==> src/rtl/inst_rom_arbiter.sv <==
// Round-robin arbiter sharing one combinational instruction ROM read port between
// the fetch stage (IF) and the load/store unit (LS), with a registered one-deep response slot.
module inst_rom_arbiter #(
  parameter int ADDR_W = 32,
  parameter int DATA_W = 32
) (
  input  logic              CLK,
  input  logic              RST,
  input  logic              if_req_valid,
  output logic              if_req_ready,
  input  logic [ADDR_W-1:0] if_req_addr,
  output logic              if_rsp_valid,
  input  logic              if_rsp_ready,
  output logic [DATA_W-1:0] if_rsp_data,
  output logic              if_rsp_err,
  input  logic              if_flush,
  input  logic              ls_req_valid,
  output logic              ls_req_ready,
  input  logic [ADDR_W-1:0] ls_req_addr,
  output logic              ls_rsp_valid,
  input  logic              ls_rsp_ready,
  output logic [DATA_W-1:0] ls_rsp_data,
  output logic              ls_rsp_err,
  output logic [ADDR_W-1:0] rom_addr,
  input  logic [DATA_W-1:0] rom_inst
);

  typedef enum logic {S_IDLE, S_RESP} state_t;
  typedef enum logic {G_IF, G_LS} grant_t;

  state_t              r_state;
  grant_t              r_owner;
  grant_t              r_last_grant;
  logic [ADDR_W-1:0]   r_rom_addr;
  logic                r_if_rsp_valid;
  logic [DATA_W-1:0]   r_if_rsp_data;
  logic                r_if_rsp_err;
  logic                r_ls_rsp_valid;
  logic [DATA_W-1:0]   r_ls_rsp_data;
  logic                r_ls_rsp_err;

  logic w_if_elig;
  logic w_ls_elig;
  logic w_slot_free;
  logic w_grant_if;
  logic w_grant_ls;
  logic w_addr_err;

  // A flushed IF response frees the slot immediately so LS can use the flush cycle.
  always_comb begin
    w_if_elig   = if_req_valid & ~if_flush;
    w_ls_elig   = ls_req_valid;
    w_slot_free = (r_state == S_IDLE) ||
                  ((r_owner == G_IF) && ((r_if_rsp_valid && if_rsp_ready) || if_flush)) ||
                  ((r_owner == G_LS) && r_ls_rsp_valid && ls_rsp_ready);
    w_grant_if  = w_slot_free && w_if_elig && (!w_ls_elig || (r_last_grant == G_LS));
    w_grant_ls  = w_slot_free && w_ls_elig && (!w_if_elig || (r_last_grant == G_IF));
    if (w_grant_if) begin
      rom_addr = if_req_addr;
    end else if (w_grant_ls) begin
      rom_addr = ls_req_addr;
    end else begin
      rom_addr = r_rom_addr;
    end
    w_addr_err = (rom_addr[1:0] != 2'b00);
  end

  assign if_req_ready = w_grant_if;
  assign ls_req_ready = w_grant_ls;
  assign if_rsp_valid = r_if_rsp_valid;
  assign if_rsp_data  = r_if_rsp_data;
  assign if_rsp_err   = r_if_rsp_err;
  assign ls_rsp_valid = r_ls_rsp_valid;
  assign ls_rsp_data  = r_ls_rsp_data;
  assign ls_rsp_err   = r_ls_rsp_err;

  always_ff @(posedge CLK or negedge RST) begin
    if (!RST) begin
      r_state        <= S_IDLE;
      r_owner        <= G_IF;
      r_last_grant   <= G_LS;
      r_rom_addr     <= '0;
      r_if_rsp_valid <= 1'b0;
      r_if_rsp_data  <= '0;
      r_if_rsp_err   <= 1'b0;
      r_ls_rsp_valid <= 1'b0;
      r_ls_rsp_data  <= '0;
      r_ls_rsp_err   <= 1'b0;
    end else begin
      if (r_if_rsp_valid && (if_rsp_ready || if_flush)) begin
        r_if_rsp_valid <= 1'b0;
      end
      if (r_ls_rsp_valid && ls_rsp_ready) begin
        r_ls_rsp_valid <= 1'b0;
      end

      // Round-robin pointer only moves when both sides actually competed.
      if ((w_grant_if || w_grant_ls) && w_if_elig && w_ls_elig) begin
        r_last_grant <= w_grant_if ? G_IF : G_LS;
      end

      if (w_grant_if) begin
        r_rom_addr     <= rom_addr;
        r_if_rsp_valid <= 1'b1;
        r_if_rsp_data  <= rom_inst;
        r_if_rsp_err   <= w_addr_err;
        r_state        <= S_RESP;
        r_owner        <= G_IF;
      end else if (w_grant_ls) begin
        r_rom_addr     <= rom_addr;
        r_ls_rsp_valid <= 1'b1;
        r_ls_rsp_data  <= rom_inst;
        r_ls_rsp_err   <= w_addr_err;
        r_state        <= S_RESP;
        r_owner        <= G_LS;
      end else if (w_slot_free) begin
        r_state <= S_IDLE;
      end
    end
  end

endmodule
==> config.mk <==
export PLATFORM = sky130hd
export DESIGN_NAME = inst_rom_arbiter
export DESIGN_NICKNAME = d
export VERILOG_FILES = /design/src/rtl/inst_rom_arbiter.sv
export SDC_FILE = /design/constraint.sdc
export NUM_CORES = 1
export LEC_CHECK = 0
export ABC_AREA = 1
export CORE_UTILIZATION = 40
export CTS_BUF_LIST = sky130_fd_sc_hd__clkbuf_4
export CTS_CLUSTER_SIZE = 10
export DETAILED_ROUTE_END_ITERATION = 10
export GPL_ROUTABILITY_DRIVEN = 0
export GPL_TIMING_DRIVEN = 0
export PLACE_DENSITY = 0.79
export REMOVE_ABC_BUFFERS = 1
export SLEW_MARGIN = 20
export SYNTH_ARGS = -nofsm -noshare
export SYNTH_HDL_FRONTEND = slang
export SYNTH_SLANG_ARGS = --single-unit
==> constraint.sdc <==
create_clock -name CLK -period 4.5 [get_ports CLK]
set_input_delay 0.9 -clock CLK [delete_from_list [all_inputs] [get_ports CLK]]
set_output_delay 0.9 -clock CLK [all_outputs]
set_load 0.05 [all_outputs]
==> results of run 1 <==
==> through the flow <==
step / TNS (ps) / setup WS (ps)
after CTS: 0 / 7.70
after global routing: 0 / 102
after floorplan: 0 / 225
after global placement: -161260 / -1430
final: 0 / 232
after detailed placement: -27180 / -864
==> what timing repair did <==
item | 4_1_cts | 5_1_grt
pin swaps | 0 | 1
gates resized for setup | 37 | 62
buffers inserted | 2 | 0
cloned | 2 | 1
setup endpoints to repair | 34 | 32
==> per-layer routing <==
metal	GRT usage [%]	part of all wire, %	up-vias
met5	0	0	-
met3	5.43	6.9	14
met2	36.0	49	179
li1	-	-	1956
met4	7.75	1.4	0
met1	26.0	43	1857
==> registers in the layout, summed over array words and instances, names as in the netlist <==
signal,cells
if_rsp_data,32
ls_rsp_data,32
r_rom_addr,32
if_rsp_err,1
if_rsp_valid,1
ls_rsp_err,1
ls_rsp_valid,1
r_last_grant,1
r_owner,1
r_state,1
==> how the worst min path moves through the flow <==
stage / from / endpoint / slack, ps / depth (start not counted)
after floorplan: r_rom_addr[10] / r_rom_addr[10] / 450 / 2
after global placement: r_rom_addr[8] / r_rom_addr[8] / 460 / 2
after detailed placement: r_rom_addr[2] / r_rom_addr[2] / 470 / 2
after CTS: RST / ls_rsp_data[0] / 300 / 1
after global routing: RST / if_rsp_data[0] / 310 / 1
final: RST / ls_rsp_data[0] / 320 / 1
==> kinds of logic (layout without fill, tap and decap cells) <==
| kind of cell | Yosys count | count (layout) | synth area share (%) |
|---|---|---|---|
| compound gates | 69 | 69 | 8.24 |
| simple gates | 245 | 247 | 23.8 |
| buf+inv | 71 | 272 | 7.24 |
| flops | 103 | 103 | 60.7 |
==> final cells by class <==
type	count	share of cell area [%]
Tap cell	136	2.64
Clock buffer	9	1.05
Timing Repair inverter	1	0.116
Clock inverter	7	1.03
Multi-Input combinational cell	316	21.8
Sequential cell	103	40.0
Inverter	48	2.97
Timing Repair Buffer	207	30.5
==> worst max-delay path: stages <==
cell and delay (ps):
clkdlybuf4s50_1 500, inv_1 50, nand2_1 70, nand2_1 60, nand2_2 250, nand2_8 290
inv_6 330, clkdlybuf4s50_1 860
==> layout by cell type, fill, tap and decap left out, types with 3 or more instances in the layout <==
cell / n
o21ai_0: 67
clkbuf_4: 9
nor2_1: 5
inv_6: 4
nand2_1: 173
clkdlybuf4s50_1: 171
nand3_1: 62
inv_1: 44
clkbuf_2: 30
dfrtp_1: 102
clkinvlp_4: 3
==> power breakdown <==
group / leakage [nW] / switching, mW / internal [mW]
registers: 1.27 / 0.197 / 1.36
clock network: 0.0720 / 0.322 / 0.127
logic: 1.84 / 2.50 / 0.981
==> summary.md, run 1 <==
| Metric | Value |
|---|---|
| Yosys cell types | 18 |
| Placed instance count | 806 |
| Clock tree buffer depth | 2 |
| Ant. Diodes | 0 |
| # H-tree levels | 3 |
| Core area | 0.0103 mm2 |
| Final net count | 789 |
| Dominant synthesized flop cell | dfrtp_1 |
| Hold Fails Final Rpt | 0 |
| Root Buffer | clkbuf_4 |
| Syn Area/Cell | 8.71 um2 |
| Worst Setup Start Kind | input port |
| Kind of critical path | input port to primary output |
| CP endpoint | if_req_ready |
| Rows | 37 |
| LEAKAGE | 3.18 nW |
| Hold slack | 321 ps |
| Critical Path RT | 3600 ps |
| FILL cells | 920 |
| Yosys warning count | 0 |
| Drc violations | 0 |
| Tightest Pin Transition | 702 ps |
| Mapped Area | 0.00425 mm2 |
| Multi-input gate area | 0.00141 mm2 |
| Crit path time final | 4270 ps |
| First-pass GRT wire length | 18500 um |
| Largest net degree at the start of global routing | 69 |
| Antenna-violating nets left | 0 |
| #FFs+latches synth | 103 |
| Layout cells sized above 1 | 8.83% |
| Sequential fraction of the synthesis area | 60.7% |
| Top post-synthesis cells by count | 173 x nand2_1, 102 x dfrtp_1, 67 x o21ai_0, 62 x nand3_1, 45 x inv_1 |
| Height of the die | 105 um |
| Worst R2R End | ls_rsp_err |
| Final setup viols | 0 |
| Inserted Clock Buffers | 9 |
| Worst Setup SP | if_flush |
| FF-to-FF Start | ls_rsp_valid |
| Post-synth EDFFs | 0 |
| Wire per inst | 13.6 um |
| Initial antenna violation count | 0 |
| Power Total | 5.49 mW |
| Worst vdd ir | 0.526 mV |
| DRT Wirelength | 11200 um |
| Crit. End Element | primary output |
| Post-DR vias/cell | 4.84 |
| Final core utilization | 62.5% |
| # IOs | 205 |
| First-pass DRT Iterations | 7 |
| Slew Limit Fails | 0 |
| Max frequency | 234 MHz |
| Die width | 105 um |
| Worst-Skew Late Latency | 450 ps |
| Vias in the first global route | 3977 |
| Worst reg-to-reg path cell count | 12 |
| Storage cell area | 0.00258 mm2 |
| Worst Path Max Fanout | 68 |
| Asr flop ratio synth | 100% |
| Hold Crit Class | input port to async pin |
| Slew HR | 53.1% |
| Total die area | 0.0110 mm2 |
| Flop-to-flop setup slack | 2400 ps |
| Unrepaired setup endpoints after global routing | false |
| Count leader, synth | nand2_1 |
| Run status | finished, final reports clean |
| PD cells | 850 mW/mm2 |
| GRT Residual Overflow | 0 |
| Number of max-cap violations | 0 |
| Initial Util | 41.2% |
| Clock-pin slew on the worst setup and hold paths | 170 ps |
| Cell Area, Placed | 0.00637 mm2 |
| Critical path arrival | 3370 ps |
| Synth-to-Final Area Change | 51.8% |
| Synth area leader | dfrtp_1 |
| DP HPWL | 7720 um |
| Clock sinks | 103 |
| CTS tree | done |
| Crit share post-route | 94.8% |
| Clock tree skew after final layout | 21.1 ps |
| IO Port Bufs | 204 |
| Hold buffer count at cts | 0 |
| Total GRT Usage | 21.2% |
| Synth Instances | 488 |
| Finished Layout Cells | 827 |
| Synth top area cells | dfrtp_1 60%, nand2_1 15%, o21ai_0 7.9% |
| DR vias | 4006 |
| Share of the synthesized area in the top cell type | 60.1% |
| Final Instance Area | 0.00645 mm2 |
| DR iter-0 viols | 226 |
Note: power is estimated with default switching activity, not from simulation.
==> run 2, diff against run 1 <==
- CAP_MARGIN: unset -> 20
- CORE_MARGIN: unset -> 1
==> results of run 2 <==
Final layout, timing and power as in run 1 (identical DEF).
==> run 3, diff against run 2 <==
- CORE_UTILIZATION: 40 -> 45
- PLACE_DENSITY: 0.79 -> 0.88
==> run 3 against run 2 <==
  * Total power increased by 0.80%
  * Critical path depth increased by 1
  * Setup slack got worse by 58 ps
  * Routed wire length increased by 0.59%
  * Count of clock-buffer cells in the layout unchanged
  * Cell area increased by 1.2%
  * Clock skew increased by 1.3 ps
  * Register-to-register slack improved by 130 ps
  * Non-clock buffer count increased by 1
  * Global-route usage increased by 2.1 points
  * Via count decreased by 0.65%
==> summary.md, run 3 (synthesized netlist as in run 1, its figures left out) <==
| Metric | Value |
|---|---|
| Run status | finished, final reports clean (unchanged) |
| Storage cell area | 0.00258 mm2 (unchanged) |
| Root Buffer | clkbuf_4 (unchanged) |
| Multi-input gate area | 0.00139 mm2 (was 0.00141 mm2) |
| Critical Path RT | 3600 ps (about the same) |
| Critical-path cell list | clkdlybuf4s50_1 > inv_1 > nand2_1 > nand2_1 > nand2_2 > nand3_4 > clkinvlp_4 > buf_12 > clkdlybuf4s50_1 (was clkdlybuf4s50_1 > inv_1 > nand2_1 > nand2_1 > nand2_2 > nand2_8 > inv_6 > clkdlybuf4s50_1) |
| # IOs | 205 (unchanged) |
| Total GRT Usage | 23.3% (was 21.2%) |
| Crit path time final | 4330 ps (was 4270 ps) |
| First-pass DRT Iterations | 4 (was 7) |
| Final worst slack | 174 ps (was 232 ps) |
| Kind of critical path | input port to primary output (unchanged) |
| Antenna-violating nets left | 0 (unchanged) |
| Final net count | 788 (was 789) |
| Clock tree skew after final layout | 22.5 ps (was 21.1 ps) |
| DR iter-0 viols | 123 (was 226) |
| Max stage delay cell, worst path | clkdlybuf4s50_1 (unchanged) |
| DRT Wirelength | 11300 um (was 11200 um) |
| Inserted Clock Buffers | 9 (unchanged) |
| Critical path arrival | 3430 ps (was 3370 ps) |
| Clock-pin slew on the worst setup and hold paths | 170 ps (about the same) |
| Core area | 0.00920 mm2 (was 0.0103 mm2) |
| Tightest Pin Transition | 546 ps (was 702 ps) |
| FF-to-FF Start | ls_rsp_valid (unchanged) |
| Hold slack | 349 ps (was 321 ps) |
| Wire per inst | 14.1 um (was 13.6 um) |
| Hold Crit Class | input port to async pin (unchanged) |
| Initial Util | 46.2% (was 41.2%) |
| # H-tree levels | 3 (unchanged) |
| Rows | 35 (was 37) |
| FILL cells | 668 (was 920) |
| Initial antenna violation count | 0 (unchanged) |
| Vias in the first global route | 3829 (was 3977) |
| Drc violations | 0 (unchanged) |
| IO Port Bufs | 204 (unchanged) |
| Layout cells sized above 1 | 4.50% (was 8.83%) |
| Die width | 99.2 um (was 105 um) |
| Dpl ws | -831 ps (was -864 ps) |
| Clock tree buffer depth | 2 (unchanged) |
| Max frequency | 231 MHz (was 234 MHz) |
| Most common cell after layout, fill and taps aside | nand2_1 (unchanged) |
| DP HPWL | 8250 um (was 7720 um) |
| Flop-to-flop setup slack | 2530 ps (was 2400 ps) |
| PD cells | 847 mW/mm2 (was 850 mW/mm2) |
| Synth-to-Final Area Change | 53.6% (was 51.8%) |
| Hold Fails Final Rpt | 0 (unchanged) |
| Crit. End Element | primary output (unchanged) |
| CTS tree | done (unchanged) |
| Crit share post-route | 96.1% (was 94.8%) |
| First-pass GRT wire length | 18000 um (was 18500 um) |
| Number of max-cap violations | 0 (unchanged) |
| Ant. Diodes | 0 (unchanged) |
| Worst R2R End | ls_rsp_err (unchanged) |
| Worst Setup Start Kind | input port (unchanged) |
| Most frequent cells in the layout | 172 x nand2_1, 171 x clkdlybuf4s50_1, 102 x dfrtp_1 (was 173 x nand2_1, 171 x clkdlybuf4s50_1, 102 x dfrtp_1) |
| Total die area | 0.00984 mm2 (was 0.0110 mm2) |
| DR vias | 3980 (was 4006) |
| Height of the die | 99.2 um (was 105 um) |
| Slew Limit Fails | 0 (unchanged) |
| Slew HR | 63.5% (was 53.1%) |
| Worst vdd ir | 0.452 mV (was 0.526 mV) |
| CP endpoint | ls_req_ready (was if_req_ready) |
| Final setup viols | 0 (unchanged) |
| Worst Path Max Fanout | 36 (was 68) |
| Max incr delay on CP | 820 ps (was 860 ps) |
| Worst reg-to-reg path cell count | 12 (unchanged) |
| Unrepaired setup endpoints after global routing | false (unchanged) |
| Largest net degree at the start of global routing | 69 (unchanged) |
| Worst-Skew Late Latency | 440 ps (was 450 ps) |
| Clock sinks | 103 (unchanged) |
| GRT Residual Overflow | 0 (unchanged) |
| Worst Setup SP | if_flush (unchanged) |
| LEAKAGE | 3.22 nW (was 3.18 nW) |
| Post-DR vias/cell | 4.98 (was 4.84) |
| Hold buffer count at cts | 0 (unchanged) |
==> run 3: cell types whose count changed in the layout (fill, tap and decap cells not counted), moves of 2 or more <==
cell	change
inv_6	-2
clkbuf_2	-29
nand3_2	-2
dlygate4sd2_1	+29
==> run 3: per-stage QoR <==
stage	util (%)	TNS, ps	total power [mW]	instances	instance area [um2]
after global routing	71.0	0	5.83	800	6530
after global placement	68.5	-145880	5.08	780	6300
after detailed placement	69.2	-25850	5.19	782	6360
after floorplan	-	0	3.88	465	4120
final	71.0	0	5.53	800	6530
after CTS	70.9	0	5.56	800	6520
==> run 3: power by group <==
part	leakage, nW	switching, mW	internal [mW]
Clock	0.0624	0.312	0.121
Combinational	1.89	2.49	1.04
Sequential	1.27	0.201	1.36
==> run 3: per-layer routing <==
| layer | share of wire, % | track usage (%) | routed length [um] |
|---|---|---|---|
| met5 | 0 | 0 | 0 |
| met4 | 1.1 | 6.45 | 129 |
| met2 | 48 | 39.5 | 5450 |
| met1 | 42 | 29.2 | 4710 |
| met3 | 9.0 | 6.96 | 1010 |
==> run 3: worst min-delay path by stage <==
stage / from / slack (ps) / endpoint
final: RST / 350 / ls_rsp_data[8]
after global routing: RST / 340 / ls_rsp_data[8]
after CTS: RST / 340 / ls_rsp_data[8]
after global placement: r_rom_addr[28] / 460 / r_rom_addr[28]
after floorplan: r_rom_addr[10] / 450 / r_rom_addr[10]
after detailed placement: r_rom_addr[28] / 460 / r_rom_addr[28]
==> run 3: layout make-up <==
type / count / area share [%]
timing repair buffer: 208 / 32.2
inverter: 48 / 2.93
sequential: 103 / 39.5
clock buffer: 9 / 1.03
clock inverter: 6 / 0.843
tap: 111 / 2.13
multi-input combinational: 314 / 21.3
timing repair inverter: 1 / 0.115
==> run 3: worst max-delay path: cells and delay by family <==
| kind | cells | cell delay, ps |
|---|---|---|
| buffers and inverters | 5 | 1790 |
| AND/OR/NAND/NOR | 4 | 720 |
==> run 3: timing repair <==
item,in CTS,in global routing
resized for setup,37,6
endpoints found under the setup margin,34,8
pin swaps,0,1
gates cloned,1,0
setup buffers,2,0
